**config.mk**
```make
export PLATFORM = sky130hd
export DESIGN_NAME = universal_shift_register
export DESIGN_NICKNAME = d
export VERILOG_FILES = /design/src/rtl/universal_shift_register.sv
export SDC_FILE = /design/constraint.sdc
export NUM_CORES = 1
export LEC_CHECK = 0
export BUFFER_PORTS_ARGS = -buffer_cell sky130_fd_sc_hd__buf_4
export CAP_MARGIN = 20
export CORE_ASPECT_RATIO = 0.8
export CORE_MARGIN = 3
export CORE_UTILIZATION = 50
export CTS_CLUSTER_SIZE = 20
export DETAILED_ROUTE_END_ITERATION = 10
export GPL_TIMING_DRIVEN = 0
export PLACE_DENSITY = 0.76
export SYNTH_ARGS = -nofsm -noshare
export SYNTH_HDL_FRONTEND = slang
export SYNTH_SLANG_ARGS = --single-unit
```
**constraint.sdc**
```tcl
create_clock -name clk -period 1.56 [get_ports clk]
set_input_delay 0.312 -clock clk [delete_from_list [all_inputs] [get_ports clk]]
set_output_delay 0.312 -clock clk [all_outputs]
set_load 0.01 [all_outputs]
```
**src/rtl/universal_shift_register.sv**
```systemverilog
// Parametrised universal shift register: single-step load/shift/rotate/clear by mode,
// plus an autonomous multi-step shift engine with busy/done handshake.
module universal_shift_register #(
    parameter int unsigned WIDTH = 8,
    parameter int unsigned CNT_W = $clog2(WIDTH + 1)
) (
    input  logic             clk,
    input  logic             reset,
    input  logic [2:0]       mode,
    input  logic [WIDTH-1:0] parallel_in,
    input  logic             serial_in,
    input  logic             start,
    input  logic [CNT_W-1:0] count,
    output logic [WIDTH-1:0] parallel_out,
    output logic             serial_out_msb,
    output logic             serial_out_lsb,
    output logic             busy,
    output logic             done
);

    typedef enum logic [0:0] {StIdle, StRun} state_e;

    localparam logic [2:0] ModeHold = 3'b000;
    localparam logic [2:0] ModeLoad = 3'b001;
    localparam logic [2:0] ModeShl  = 3'b010;
    localparam logic [2:0] ModeShr  = 3'b011;
    localparam logic [2:0] ModeRol  = 3'b100;
    localparam logic [2:0] ModeRor  = 3'b101;
    localparam logic [2:0] ModeAsr  = 3'b110;

    localparam logic [CNT_W-1:0] MaxSteps = CNT_W'(WIDTH);
    localparam logic [CNT_W-1:0] OneStep  = CNT_W'(1);

    state_e           state_q, state_d;
    logic [WIDTH-1:0] data_q, data_d;
    logic [CNT_W-1:0] cnt_q, cnt_d;
    logic [2:0]       mode_q, mode_d;
    logic             busy_q, busy_d;
    logic             done_q, done_d;

    logic             shift_class;
    logic [CNT_W-1:0] count_clamped;

    function automatic logic [WIDTH-1:0] apply_step(
        input logic [2:0]       m,
        input logic [WIDTH-1:0] d,
        input logic [WIDTH-1:0] pin,
        input logic             si
    );
        logic [WIDTH-1:0] r;
        case (m)
            ModeHold: r = d;
            ModeLoad: r = pin;
            ModeShl:  r = {d[WIDTH-2:0], si};
            ModeShr:  r = {si, d[WIDTH-1:1]};
            ModeRol:  r = {d[WIDTH-2:0], d[WIDTH-1]};
            ModeRor:  r = {d[0], d[WIDTH-1:1]};
            ModeAsr:  r = {d[WIDTH-1], d[WIDTH-1:1]};
            default:  r = '0;
        endcase
        return r;
    endfunction

    assign shift_class   = (mode >= ModeShl) && (mode <= ModeAsr);
    assign count_clamped = (count > MaxSteps) ? MaxSteps : count;

    always_comb begin
        state_d = state_q;
        data_d  = data_q;
        cnt_d   = cnt_q;
        mode_d  = mode_q;
        busy_d  = 1'b0;
        done_d  = 1'b0;
        case (state_q)
            StIdle: begin
                if (start && shift_class && (count != '0)) begin
                    // Register holds on the accepting edge; steps begin on the next one.
                    state_d = StRun;
                    cnt_d   = count_clamped;
                    mode_d  = mode;
                    busy_d  = 1'b1;
                end else begin
                    data_d = apply_step(mode, data_q, parallel_in, serial_in);
                end
            end
            StRun: begin
                data_d = apply_step(mode_q, data_q, parallel_in, serial_in);
                cnt_d  = cnt_q - OneStep;
                if (cnt_q == OneStep) begin
                    state_d = StIdle;
                    done_d  = 1'b1;
                end else begin
                    busy_d = 1'b1;
                end
            end
            default: state_d = StIdle;
        endcase
    end

    always_ff @(posedge clk) begin
        if (reset) begin
            state_q <= StIdle;
            data_q  <= '0;
            cnt_q   <= '0;
            mode_q  <= ModeHold;
            busy_q  <= 1'b0;
            done_q  <= 1'b0;
        end else begin
            state_q <= state_d;
            data_q  <= data_d;
            cnt_q   <= cnt_d;
            mode_q  <= mode_d;
            busy_q  <= busy_d;
            done_q  <= done_d;
        end
    end

    assign parallel_out   = data_q;
    assign serial_out_msb = data_q[WIDTH-1];
    assign serial_out_lsb = data_q[0];
    assign busy           = busy_q;
    assign done           = done_q;

endmodule

```
# Word level (Yosys, flattened, before mapping)
# Cells that the tools add are included.
dict set report classes {
  add_sub_neg 1
  order_cmp 3
  n_eq_ne 19
  mux 11
  bitwise 1
  n_reduce_logical 10
}
# operator count
set ops {}
lappend ops {{8-bit case mux with 7 select lines} 2}
lappend ops {{3-bit == test (second input constant)} 6}
lappend ops {{8-bit case mux with 2 select lines} 1}
lappend ops {{3-bit by 2-bit == test with 1-bit output (second input constant)} 4}
lappend ops {{2-bit != test (second input constant)} 6}
lappend ops {{4-bit 2-to-1 mux} 2}
lappend ops {{8-bit 2-to-1 mux} 1}
lappend ops {{4-bit case mux with 2 select lines} 1}
lappend ops {{3-bit by 1-bit == test with 1-bit output (second input constant)} 2}
lappend ops {{3-bit logical NOT} 2}
lappend ops {{5-bit AND reduction} 1}
lappend ops {{4-bit by 1-bit == test with 1-bit output (second input constant)} 1}
lappend ops {{4-bit > comparator (second input constant)} 1}
lappend ops {{4-bit nonzero test} 1}
lappend ops {{4-bit by 1-bit subtractor with 4-bit output (second input constant)} 1}
lappend ops {{3-bit by 2-bit >= comparator with 1-bit output (second input constant)} 1}
lappend ops {{3-bit <= comparator (second input constant)} 1}
lappend ops {{1-bit logical AND} 3}
lappend ops {{1-bit 2-to-1 mux} 3}
lappend ops {{3-bit AND reduction} 1}
lappend ops {{1-bit case mux with 2 select lines} 1}
lappend ops {{2-bit AND reduction} 1}
lappend ops {{2-bit OR reduction} 1}
lappend ops {{1-bit NOT} 1}
dict set report word_totals {
  ff_bits 17
  input_bits 19
}

# Depth between registers and ports, before layout
dict set report logic_depth {
  depth_word 6
  mapped_depth 7
  mapped_depth_nobuf 5
}

# Worst setup path after synthesis
# Ideal clock, no wire load.
dict set report synth_timing {
  path_type {register to register}
  from {register, netlist name busy}
  to {register data_q[0] (netlist: parallel_out[0])}
  setup_time_ns 0.088
  arrival_time_ns 1.604
  required_ns 1.472
  slack_ns -0.132
  stages_incl_launch_ff 7
  synth_period_minus_slack_ns 1.692
  path_cell_list {dfxtp_1 > clkbuf_1 > or4_1 > buf_2 > and2_1 > buf_6 > a311oi_2}
}
# element line
set synth_rtl {}
lappend synth_rtl {{end signal: assignment} 110} ;# data_q <= data_d;
lappend synth_rtl {{end: declaration} 35} ;# logic [WIDTH-1:0] data_q, data_d;

# Worst setup path after layout
dict set report layout_timing {
  from {input mode[2]}
  to {register data_q[2] (netlist: parallel_out[2])}
}
dict set report layout_via {
  elab_chain_cells 6
}
# element line
set layout_lines {}
lappend layout_lines {{start: declaration} 9} ;# input logic [2:0] mode,
lappend layout_lines {{3-bit by 2-bit >= comparator with 1-bit output / 3-bit <= comparator (equally long branches)} 64} ;# assign shift_class = (mode >= ModeShl) && (mode <= ModeAsr);
lappend layout_lines {{1-bit logical AND} 64}
lappend layout_lines {{1-bit logical AND (2 in a row)} 76} ;# if (start && shift_class && (count != '0)) begin
lappend layout_lines {{2-bit != test (no line)} n/a}
lappend layout_lines {{3-bit AND reduction (no line)} n/a}
# Several ways; a longest one is shown, not always the timed one. The select of a mux whose other input is x is not followed.
# A chain may end at the register's enable or synchronous reset.

==> flow_metrics.tcl <==
set metrics [dict create \
    final_area_mm2 0.00203 \
    final_cells 264 \
    vias_per_cell 6.57 \
    drive_above_1_share_pct 35.0 \
    yosys.area.top_type "dfxtp_1" \
    fmax_mhz 649 \
    reg2regPathDepth 4 \
    die_w_um 68.3 \
    synth_edf_count 0 \
    cp_data_arrival_time_ns 1.71 \
    path_class "in -> reg" \
    critPathLaunchType "input port" \
    hp-start "count[2]" \
    setup_viol 0 \
    globalplace.congestion 0.919 \
    hold_class "in -> reg" \
    r2r_slack_ns 0.03 \
    drv_slew 0 \
    max_slew_margin_pct 59.2 \
    vias 1735 \
    synth-main-ff-cell "dfxtp_1" \
    area_growth_pct 30.9 \
    clock_sinks 17 \
    synth_seq_cells 17 \
    drt-initial-drc-count 229 \
    min_period_ns 1.54 \
    max_cap_viol_count 0 \
    clock_latency_ns 0.26 \
    die_area_mm2 0.00381 \
    setup_ws_ns 0.0200 \
    routed_wirelength_um 4790 \
    drc 0 \
    synth_async_sr_flop_share_pct 0 \
    htreeDepth 1 \
    synth_cell_type_count 42 \
    grt_pass1_vias 1594 \
    r2r_start "mode_q[2]" \
    initial_core_util_pct 54.4 \
    holdPathEnd "cnt_q[2]" \
    ir_worst_vdd_mv 0.436 \
    grt_use_total_pct 25.8 \
    synthCells 191 \
    netlist.area_leader.share_pct 22.0 \
    whs_path_depth 3 \
    syn_area_per_cell_um2 8.12 \
    cts_max_path_buffers 2 \
    syn_area_mm2 0.00155 \
    antenna_left 0 \
    fill_cells 226 \
    io_pins 31 \
    grt_pass1_wl_um 7660 \
    powerDensity_mw_per_mm2 728 \
    fin_crit_sh_pct 98.7 \
    cp_max_fo 7 \
    hold_viol 0 \
    finClkSkew_ns 0.00259 \
    crit_path_end_kind "flop" \
    synthXorXnorAreaFrac_pct 2.26 \
    dp.cells 258 \
    nNetsFinal 248 \
    grt_max_degree 11 \
    final_cell_mix "buf_4, mux2i_1, nor2_1, dfxtp_1, a22o_1" \
    path_clk_slew_ns 0.07 \
    outcome "finished clean" \
    place_ws_ns -0.448 \
    worst_ep_required_time_ns 1.73 \
    power_leakage_nw 0.792 \
    synth_top_family_by_area "compound AO/OA/AOI/OAI gates" \
    synthSimpleGateAreaFrac_pct 25.0 \
    die_h_um 55.8 \
    synthTopCellsByArea "dfxtp_1, mux2i_1, a22o_1" \
    synth_warnings 0 \
    rows 17 \
    worst_pin_slew_ns 0.612 \
    root_buffer "clkbuf_8" \
    synthAdderAreaFrac_pct 1.61 \
    syn_nets 212 \
    dr.pass1.iters 5 \
    ys_seq_area_share_pct 22.0 \
    grt_overflow 0 \
    hold_ws_ns 0.385 \
    portBuffers 29 \
    diodes 0 \
    antenna_found_initial 0 \
    cts_tree "yes" \
    r2r-end "parallel_out[6]" \
    synthMuxAreaShare_pct 13.6 \
    dp_hpwl_um 3280 \
    routedWlPerCell_um 18.1 \
    synth-compound-area-share_pct 28.0 \
    numCtsBuffers 3 \
    dpl_cell_area_mm2 0.00185 \
    totalPowerFinal_mw 1.48 \
    coreArea_mm2 0.00285 \
    layout_commonest_cell "buf_4" \
]
==> through the flow <==
stage / setup TNS, ns / util [%]
after CTS: -0.0298 / 67.7
after global routing: -0.0202 / 71.2
after floorplan: -0.130 / -
after detailed placement: -3.20 / 64.7
after global placement: -2.91 / 64.7
final: 0 / 71.2
==> worst max path at each step <==
stage                     cells past startpoint              end  slack (ns)  startpoint
after floorplan                               6  parallel_out[0]       -0.07        busy
after global placement                        6  parallel_out[2]       -0.43     mode[0]
after detailed placement                      6  parallel_out[2]       -0.45     mode[0]
after CTS                                     4        mode_q[1]       -0.02        busy
after global routing                          7  parallel_out[6]       -0.02     mode[2]
final                                         5  parallel_out[2]        0.02     mode[2]
==> cell usage after synthesis, types with 2 or more instances <==
cell and number:
nor4bb_1 4, buf_2 9, nor4_1 2, a22o_1 12, and3b_1 2, a31oi_1 7, and3_1 2, nor2_1 17
o31ai_1 9, a21oi_1 9, a311oi_2 3, nand3_1 3, nor3_1 5, inv_1 4, and2_1 2, a211oi_1 2
ha_1 2, clkbuf_1 7, nand2_1 3, buf_4 2, nor3b_1 8, mux2i_1 21, dfxtp_1 17, xnor2_1 4
or4_1 2, nand3b_1 6, o21ai_0 12
==> worst max-delay path, cell delays in order <==
cell	delay, ns
buf_4	0.15
and3_4	0.20
or4_4	0.58
and2_4	0.20
a311oi_2	0.26
==> routing by layer <==
metal	global-route usage [%]	vias to the layer above	part of all wire [%]
met1	35.4	833	42
met4	6.23	0	0.44
li1	-	803	-
met2	40.0	93	48
met3	6.26	6	9.3
met5	0	-	0
==> power breakdown <==
part | switching [mW] | internal (mW)
sequential | 0.0763 | 0.479
clock | 0.170 | 0.178
combinational | 0.292 | 0.282
==> state kept, by name, summed over array words and instances (netlist names) <==
signal        count
busy              1
mode_q            3
parallel_out      8
done              1
cnt_q             4
==> cells by family after synthesis <==
group / after synthesis
AOI/OAI and AO/OA: 60
xor gates and xnor gates: 4
adders and majority gates: 2
buffers and inverters: 24
DFF: 17
muxes: 21
and+or+nand+nor: 63
==> cell type report <==
type	count	area (um^2)	area share [%]
timing repair buffer	37	278	13.7
sequential	17	344	17.0
clock buffer	3	41.3	2.03
clock inverter	1	5.00	0.247
tap	38	47.5	2.34
buffer	14	93.8	4.62
inverter	4	15.0	0.740
multi-input combinational	150	1200	59.4
==> what timing repair did <==
item	CTS	global route
setup buffers	0	8
hold buffers	0	0
cloned	0	0
endpoints found under the setup margin	10	13
resized for setup	15	18
pin swaps	2	3
Note: power is estimated with default switching activity, not from simulation.
